==> config.mk <==
export PLATFORM = sky130hd
export DESIGN_NAME = bp_update_ctrl
export DESIGN_NICKNAME = d
export VERILOG_FILES = /design/src/rtl/bp_update_ctrl.sv
export SDC_FILE = /design/constraint.sdc
export NUM_CORES = 1
export LEC_CHECK = 0
export CELL_PAD_IN_SITES_DETAIL_PLACEMENT = 0
export CELL_PAD_IN_SITES_GLOBAL_PLACEMENT = 1
export CORE_AREA = 2 2 133 135
export CTS_BUF_LIST = sky130_fd_sc_hd__clkbuf_4 sky130_fd_sc_hd__clkbuf_8
export CTS_CLUSTER_SIZE = 40
export DETAILED_ROUTE_END_ITERATION = 16
export DIE_AREA = 0 0 135 137
export GPL_ROUTABILITY_DRIVEN = 0
export PLACE_DENSITY_LB_ADDON = 0.1
export SYNTH_ARGS = -nofsm -noshare
export SYNTH_HDL_FRONTEND = slang
export SYNTH_SLANG_ARGS = --single-unit
==> constraint.sdc <==
create_clock -name clk -period 4.2 [get_ports clk]
set_input_delay 0.84 -clock clk [delete_from_list [all_inputs] [get_ports clk]]
set_output_delay 0.84 -clock clk [all_outputs]
set_load 0.02 [all_outputs]
==> src/rtl/bp_update_ctrl.sv <==
// Branch predictor update sequencer: tracks in-flight predictions in order, matches
// them to resolved outcomes, drives the predictor update port and flags mispredicts.
module bp_update_ctrl #(
   parameter int unsigned PC_WIDTH  = 32,
   parameter int unsigned DEPTH     = 4,
   parameter int unsigned CNT_WIDTH = 16
) (
   input  logic                 clk,
   input  logic                 reset_n,
   input  logic                 br_valid,
   input  logic [PC_WIDTH-1:0]  br_pc,
   input  logic                 br_pred_taken,
   output logic                 stall_fetch,
   input  logic                 res_valid,
   input  logic                 res_taken,
   output logic                 bp_update_en,
   output logic                 bp_actual_taken,
   output logic                 mispredict,
   output logic [PC_WIDTH-1:0]  mispredict_pc,
   output logic                 underflow_err,
   output logic [CNT_WIDTH-1:0] stat_branches,
   output logic [CNT_WIDTH-1:0] stat_mispredicts
);

   localparam int unsigned IDX_W = $clog2(DEPTH);
   localparam int unsigned PTR_W = IDX_W + 1;

   typedef enum logic [1:0] {
      S_IDLE    = 2'd0,
      S_TRACK   = 2'd1,
      S_FULL    = 2'd2,
      S_RECOVER = 2'd3
   } state_e;

   state_e               state_q, state_d;
   logic [PTR_W-1:0]     wptr_q, wptr_d;
   logic [PTR_W-1:0]     rptr_q, rptr_d;
   logic [PTR_W-1:0]     count, count_d;
   logic [PC_WIDTH-1:0]  pc_mem   [DEPTH];
   logic                 pred_mem [DEPTH];

   logic                 upd_q, upd_d;
   logic                 act_q, act_d;
   logic                 misp_q, misp_d;
   logic [PC_WIDTH-1:0]  mpc_q, mpc_d;
   logic                 uflow_q, uflow_d;
   logic [CNT_WIDTH-1:0] nbr_q, nbr_d;
   logic [CNT_WIDTH-1:0] nmis_q, nmis_d;

   logic                 push;
   logic                 resolve;
   logic                 miss;
   logic [PC_WIDTH-1:0]  head_pc;
   logic                 head_pred;

   // Occupancy is the pointer distance; a flush makes both pointers equal.
   assign count       = wptr_q - rptr_q;
   assign stall_fetch = (state_q == S_FULL) || (state_q == S_RECOVER);
   assign head_pc     = pc_mem[rptr_q[IDX_W-1:0]];
   assign head_pred   = pred_mem[rptr_q[IDX_W-1:0]];
   assign push        = br_valid && !stall_fetch;
   assign resolve     = res_valid && (count != '0);
   assign miss        = resolve && (head_pred != res_taken);

   always_comb begin
      state_d = state_q;
      wptr_d  = wptr_q;
      rptr_d  = rptr_q;
      upd_d   = 1'b0;
      act_d   = act_q;
      misp_d  = 1'b0;
      mpc_d   = mpc_q;
      uflow_d = uflow_q;
      nbr_d   = nbr_q;
      nmis_d  = nmis_q;

      if (res_valid && (count == '0)) begin
         uflow_d = 1'b1;
      end

      if (resolve) begin
         upd_d  = 1'b1;
         act_d  = res_taken;
         rptr_d = rptr_q + PTR_W'(1);
         if (nbr_q != '1) begin
            nbr_d = nbr_q + CNT_WIDTH'(1);
         end
      end

      if (miss) begin
         // Flush everything; a same-cycle push is wrong-path and is discarded.
         misp_d = 1'b1;
         mpc_d  = head_pc;
         wptr_d = rptr_q + PTR_W'(1);
         if (nmis_q != '1) begin
            nmis_d = nmis_q + CNT_WIDTH'(1);
         end
      end else if (push) begin
         wptr_d = wptr_q + PTR_W'(1);
      end

      count_d = wptr_d - rptr_d;

      if (miss) begin
         state_d = S_RECOVER;
      end else if (state_q == S_RECOVER) begin
         state_d = S_IDLE;
      end else if (count_d == '0) begin
         state_d = S_IDLE;
      end else if (count_d == PTR_W'(DEPTH)) begin
         state_d = S_FULL;
      end else begin
         state_d = S_TRACK;
      end
   end

   always_ff @(posedge clk or negedge reset_n) begin
      if (!reset_n) begin
         state_q <= S_IDLE;
         wptr_q  <= '0;
         rptr_q  <= '0;
         upd_q   <= 1'b0;
         act_q   <= 1'b0;
         misp_q  <= 1'b0;
         mpc_q   <= '0;
         uflow_q <= 1'b0;
         nbr_q   <= '0;
         nmis_q  <= '0;
      end else begin
         state_q <= state_d;
         wptr_q  <= wptr_d;
         rptr_q  <= rptr_d;
         upd_q   <= upd_d;
         act_q   <= act_d;
         misp_q  <= misp_d;
         mpc_q   <= mpc_d;
         uflow_q <= uflow_d;
         nbr_q   <= nbr_d;
         nmis_q  <= nmis_d;
      end
   end

   // Entry storage needs no reset: only slots between the pointers are ever read.
   always_ff @(posedge clk) begin
      if (push) begin
         pc_mem[wptr_q[IDX_W-1:0]]   <= br_pc;
         pred_mem[wptr_q[IDX_W-1:0]] <= br_pred_taken;
      end
   end

   assign bp_update_en     = upd_q;
   assign bp_actual_taken  = act_q;
   assign mispredict       = misp_q;
   assign mispredict_pc    = mpc_q;
   assign underflow_err    = uflow_q;
   assign stat_branches    = nbr_q;
   assign stat_mispredicts = nmis_q;

endmodule

==> impl_metrics.csv <==
group,metric,value,unit
logic_synthesis,syn_inst,459,
setup_path,worstPathMaxFanout,31,
timing,slew_headroom,26.0,%
setup_path,ff2ff_setup_slack,0.86,ns
clock_tree,clock-root-buffer,"clkbuf_8",
place,dp_slack,0.789,ns
floorplan,coreArea,0.0171,sq mm
clock_tree,clk_pin_slew,0.06,ns
floorplan,fp.dieW,135,um
clock_tree,cts.repair.resized,0,
timing,period_minus_slack,3.34,ns
setup_path,setup.worst_path.end_class,"flop",
clock_tree,h-tree-depth,2,
finish,multi_input_area,0.00229,sq mm
place,place_inst,780,
logic_synthesis,synth_seq_cells,208,
global_route,grt_max_degree,77,
timing,clock_skew,0.0183,ns
timing,post-route-period-util,79.5,%
setup_path,arrival,3.76,ns
logic_synthesis,yosys_warnings,0,
global_route,grt_pass1_vias,4587,
place,io_buffers,106,
global_route,antenna_found_initial,0,
logic_synthesis,syn_nets,508,
floorplan,start_util,48.5,%
finish,final_nets,642,
timing,rsz0062_at_grt,"no",
place,hpwl,9.21,mm
clock_tree,insertion_delay,0.51,ns
floorplan,rows,48,
setup_path,critPathLaunchType,"flop",
clock_tree,post_cts_buffers,0,
timing,hold_viol,0,
logic_synthesis,avgSynthCellArea,18.0,sq um
setup_path,cp_cell_sequence,"inv_1 -> ha_1 -> nor2b_1 -> xor2_2 -> o211ai_4 -> a21oi_1 -> ha_1 -> a21oi_1 -> xnor2_1 -> xnor3_1 -> o21ai_1",
finish,nFillCells,1343,
timing,worstMarginPinSlew,1.10,ns
logic_synthesis,syn_area,0.00827,sq mm
timing,setup_ws,0.861,ns
job,drv_cap,0,
setup_path,max_stage_delay,0.88,ns
route,num_vias,4394,
floorplan,ioPinCount,107,
route,via_per_inst,5.20,
logic_synthesis,ys_seq_area_share,70.9,%
clock_tree,cts_hold_buf,0,
setup_path,cpMaxStageDelayCell,"o211ai_4",
logic_synthesis,synth-edff-count,132,
power_and_ir_drop,ir_worst_vdd,0.000366,V
timing,max_freq,299,MHz
clock_tree,cts_buffers,36,
clock_tree,clockBufferDepth,3,
route,drtIter0Drc,182,
route,wire_per_inst,18.3,um
power_and_ir_drop,power_density,716,mW/mm^2
floorplan,die_h,137,um
timing,finalSetupTns,0,ns
route,drc,0,
global_route,grt_pass1_wl,24.6,mm
logic_synthesis,synth_cell_type_count,41,
global_route,overflow,0,
setup_path,path_class,"reg -> reg",
clock_tree,clkSinkCount,208,
logic_synthesis,postSynth.asyncResetShare,36.5,%
worst_hold_path,min_path_type,"reg -> reg",
route,ant_nets,0,
route,drt-pass1-iter-count,4,
finish,drive_above_1_share,25.0,%
logic_synthesis,synth_flop_cell,"edfxtp_1",
finish,layout.cells.non_filler,845,
finish,area_growth,24.7,%
timing,slew_violations,0,
finish,n_antenna_cell,0,
route,wl,15.4,mm
setup_path,required,4.62,ns
clock_tree,cts_tree,"done",
power_and_ir_drop,leakagePower,3.89,nW
floorplan,dieArea,0.0185,sq mm
global_route,gr-usage-all-layers,17.6,%
finish,register_area,0.00587,sq mm
timing,finalSetupViolCount,0,
outcome,status,"finished, final reports clean",
place,place_area,0.00958,sq mm
finish,design_area,0.0103,sq mm
[per-layer routing]
metal | vias to the layer above | part of all wire, % | GRT usage [%]
met4 | 0 | 1.8 | 5.44
met3 | 24 | 5.3 | 4.63
met5 | - | 0 | 0
met2 | 124 | 50 | 29.6
met1 | 2224 | 43 | 22.7
li1 | 2022 | - | -
[worst max-delay path: cells and delay by family, from the launching register on]
family	cells	cell delay (ns)
adder cells (fa/ha/maj)	2	0.54
AO/OA/AOI/OAI	4	1.37
AND/OR/NAND/NOR	1	0.28
flip-flops	1	0.42
buffers and inverters	1	0.13
XOR/XNOR	3	0.53
[cells in the final DEF (no fill, tap or decap), types with 2 or more instances in the layout]
| cell | instances |
|---|---|
| dfrtp_2 | 2 |
| nor2_1 | 14 |
| and4_1 | 5 |
| clkinv_1 | 5 |
| xnor2_1 | 8 |
| mux4_2 | 33 |
| nor3_1 | 7 |
| xor2_1 | 26 |
| nor2b_1 | 3 |
| inv_1 | 10 |
| nor4_1 | 2 |
| clkinv_2 | 7 |
| nand4_1 | 4 |
| mux2_2 | 37 |
| buf_4 | 7 |
| dfrtp_1 | 74 |
| clkdlybuf4s50_1 | 105 |
| and3_1 | 7 |
| a21oi_1 | 6 |
| clkbuf_8 | 45 |
| ha_1 | 11 |
| edfxtp_1 | 132 |
| nand2_1 | 19 |
| nor4_2 | 4 |
| xor2_2 | 3 |
| nand3_1 | 15 |
| nor3b_1 | 2 |
| and2_2 | 3 |
| clkbuf_4 | 7 |
[Yosys cell counts (3+ instances only)]
library cell  number  share of area, %
a21oi_1            6              0.36
and2_1             4              0.30
and3_1             7              0.53
and4_1             5              0.53
buf_2              5              0.30
clkbuf_1           6              0.27
dfrtp_1           76                23
edfxtp_1         132                48
ha_1              11               1.7
inv_1             11              0.50
mux2_2            37               5.0
mux4_2            33               9.0
nand2_1           19              0.86
nand3_1           15              0.91
nand4_1            4              0.30
nor2_1            14              0.64
nor2b_1            3              0.23
nor3_1             7              0.42
nor4_2             4              0.61
xnor2_1            8              0.85
xor2_1            26               2.8
xor2_2             3              0.59
[layout make-up]
class / count / share of cell area [%]
clock inverter: 13 / 0.606
multi-input combinational: 224 / 22.2
clock buffer: 52 / 6.51
inverter: 11 / 0.400
timing repair buffer: 112 / 10.7
tap: 225 / 2.73
sequential: 208 / 56.9
[path summary, 6_finish.rpt]
| path | to | start | depth (start not counted) |
|---|---|---|---|
| setup reg to reg | state_q[1] | wptr_q[0] | 11 |
| min in group asynchronous | stat_branches[2] | reset_n | 1 |
| hold reg to reg | bp_actual_taken | bp_actual_taken | 2 |
| setup / recovery | state_q[1] | wptr_q[0] | 11 |
| max in group asynchronous | rptr_q[1] | reset_n | 1 |
| hold / removal | bp_actual_taken | bp_actual_taken | 2 |
[cell families (layout without fill, tap and decap cells)]
family	count (synthesis)	count (layout)	synth area share [%]
flops	208	208	70.9
fa+ha+maj	11	11	1.66
buf+inv	27	188	1.48
compound gates	13	13	1.18
mux	71	71	14.1
xor+xnor	38	38	4.46
simple gates	91	91	6.16
[through the flow]
stage / util [%] / power, mW / hold slack [ns]
2_1_floorplan: - / 4.73 / 0.528
3_3_place_gp: 56.2 / 5.62 / 0.469
3_5_place_dp: 56.2 / 5.68 / 0.476
4_1_cts: 60.5 / 7.52 / 0.488
5_1_grt: 60.5 / 7.84 / 0.501
6_report: 60.5 / 7.39 / 0.479
[where the power goes]
part	total, mW	internal [mW]	leakage [nW]	switching (mW)
combinational	2.60	1.30	1.35	1.31
clock	1.81	1.03	0.395	0.778
sequential	2.98	2.72	2.14	0.257
total	7.39	5.05	3.89	2.34
[flip-flops by register name (all words and copies together) (netlist names)]
register,cells
mispredict_pc,32
wptr_q,3
pred_mem,4
state_q,2
pc_mem,128
stat_branches,16
underflow_err,1
bp_update_en,1
bp_actual_taken,1
mispredict,1
rptr_q,3
stat_mispredicts,16
No activity file was read; power rests on OpenSTA's default activity.
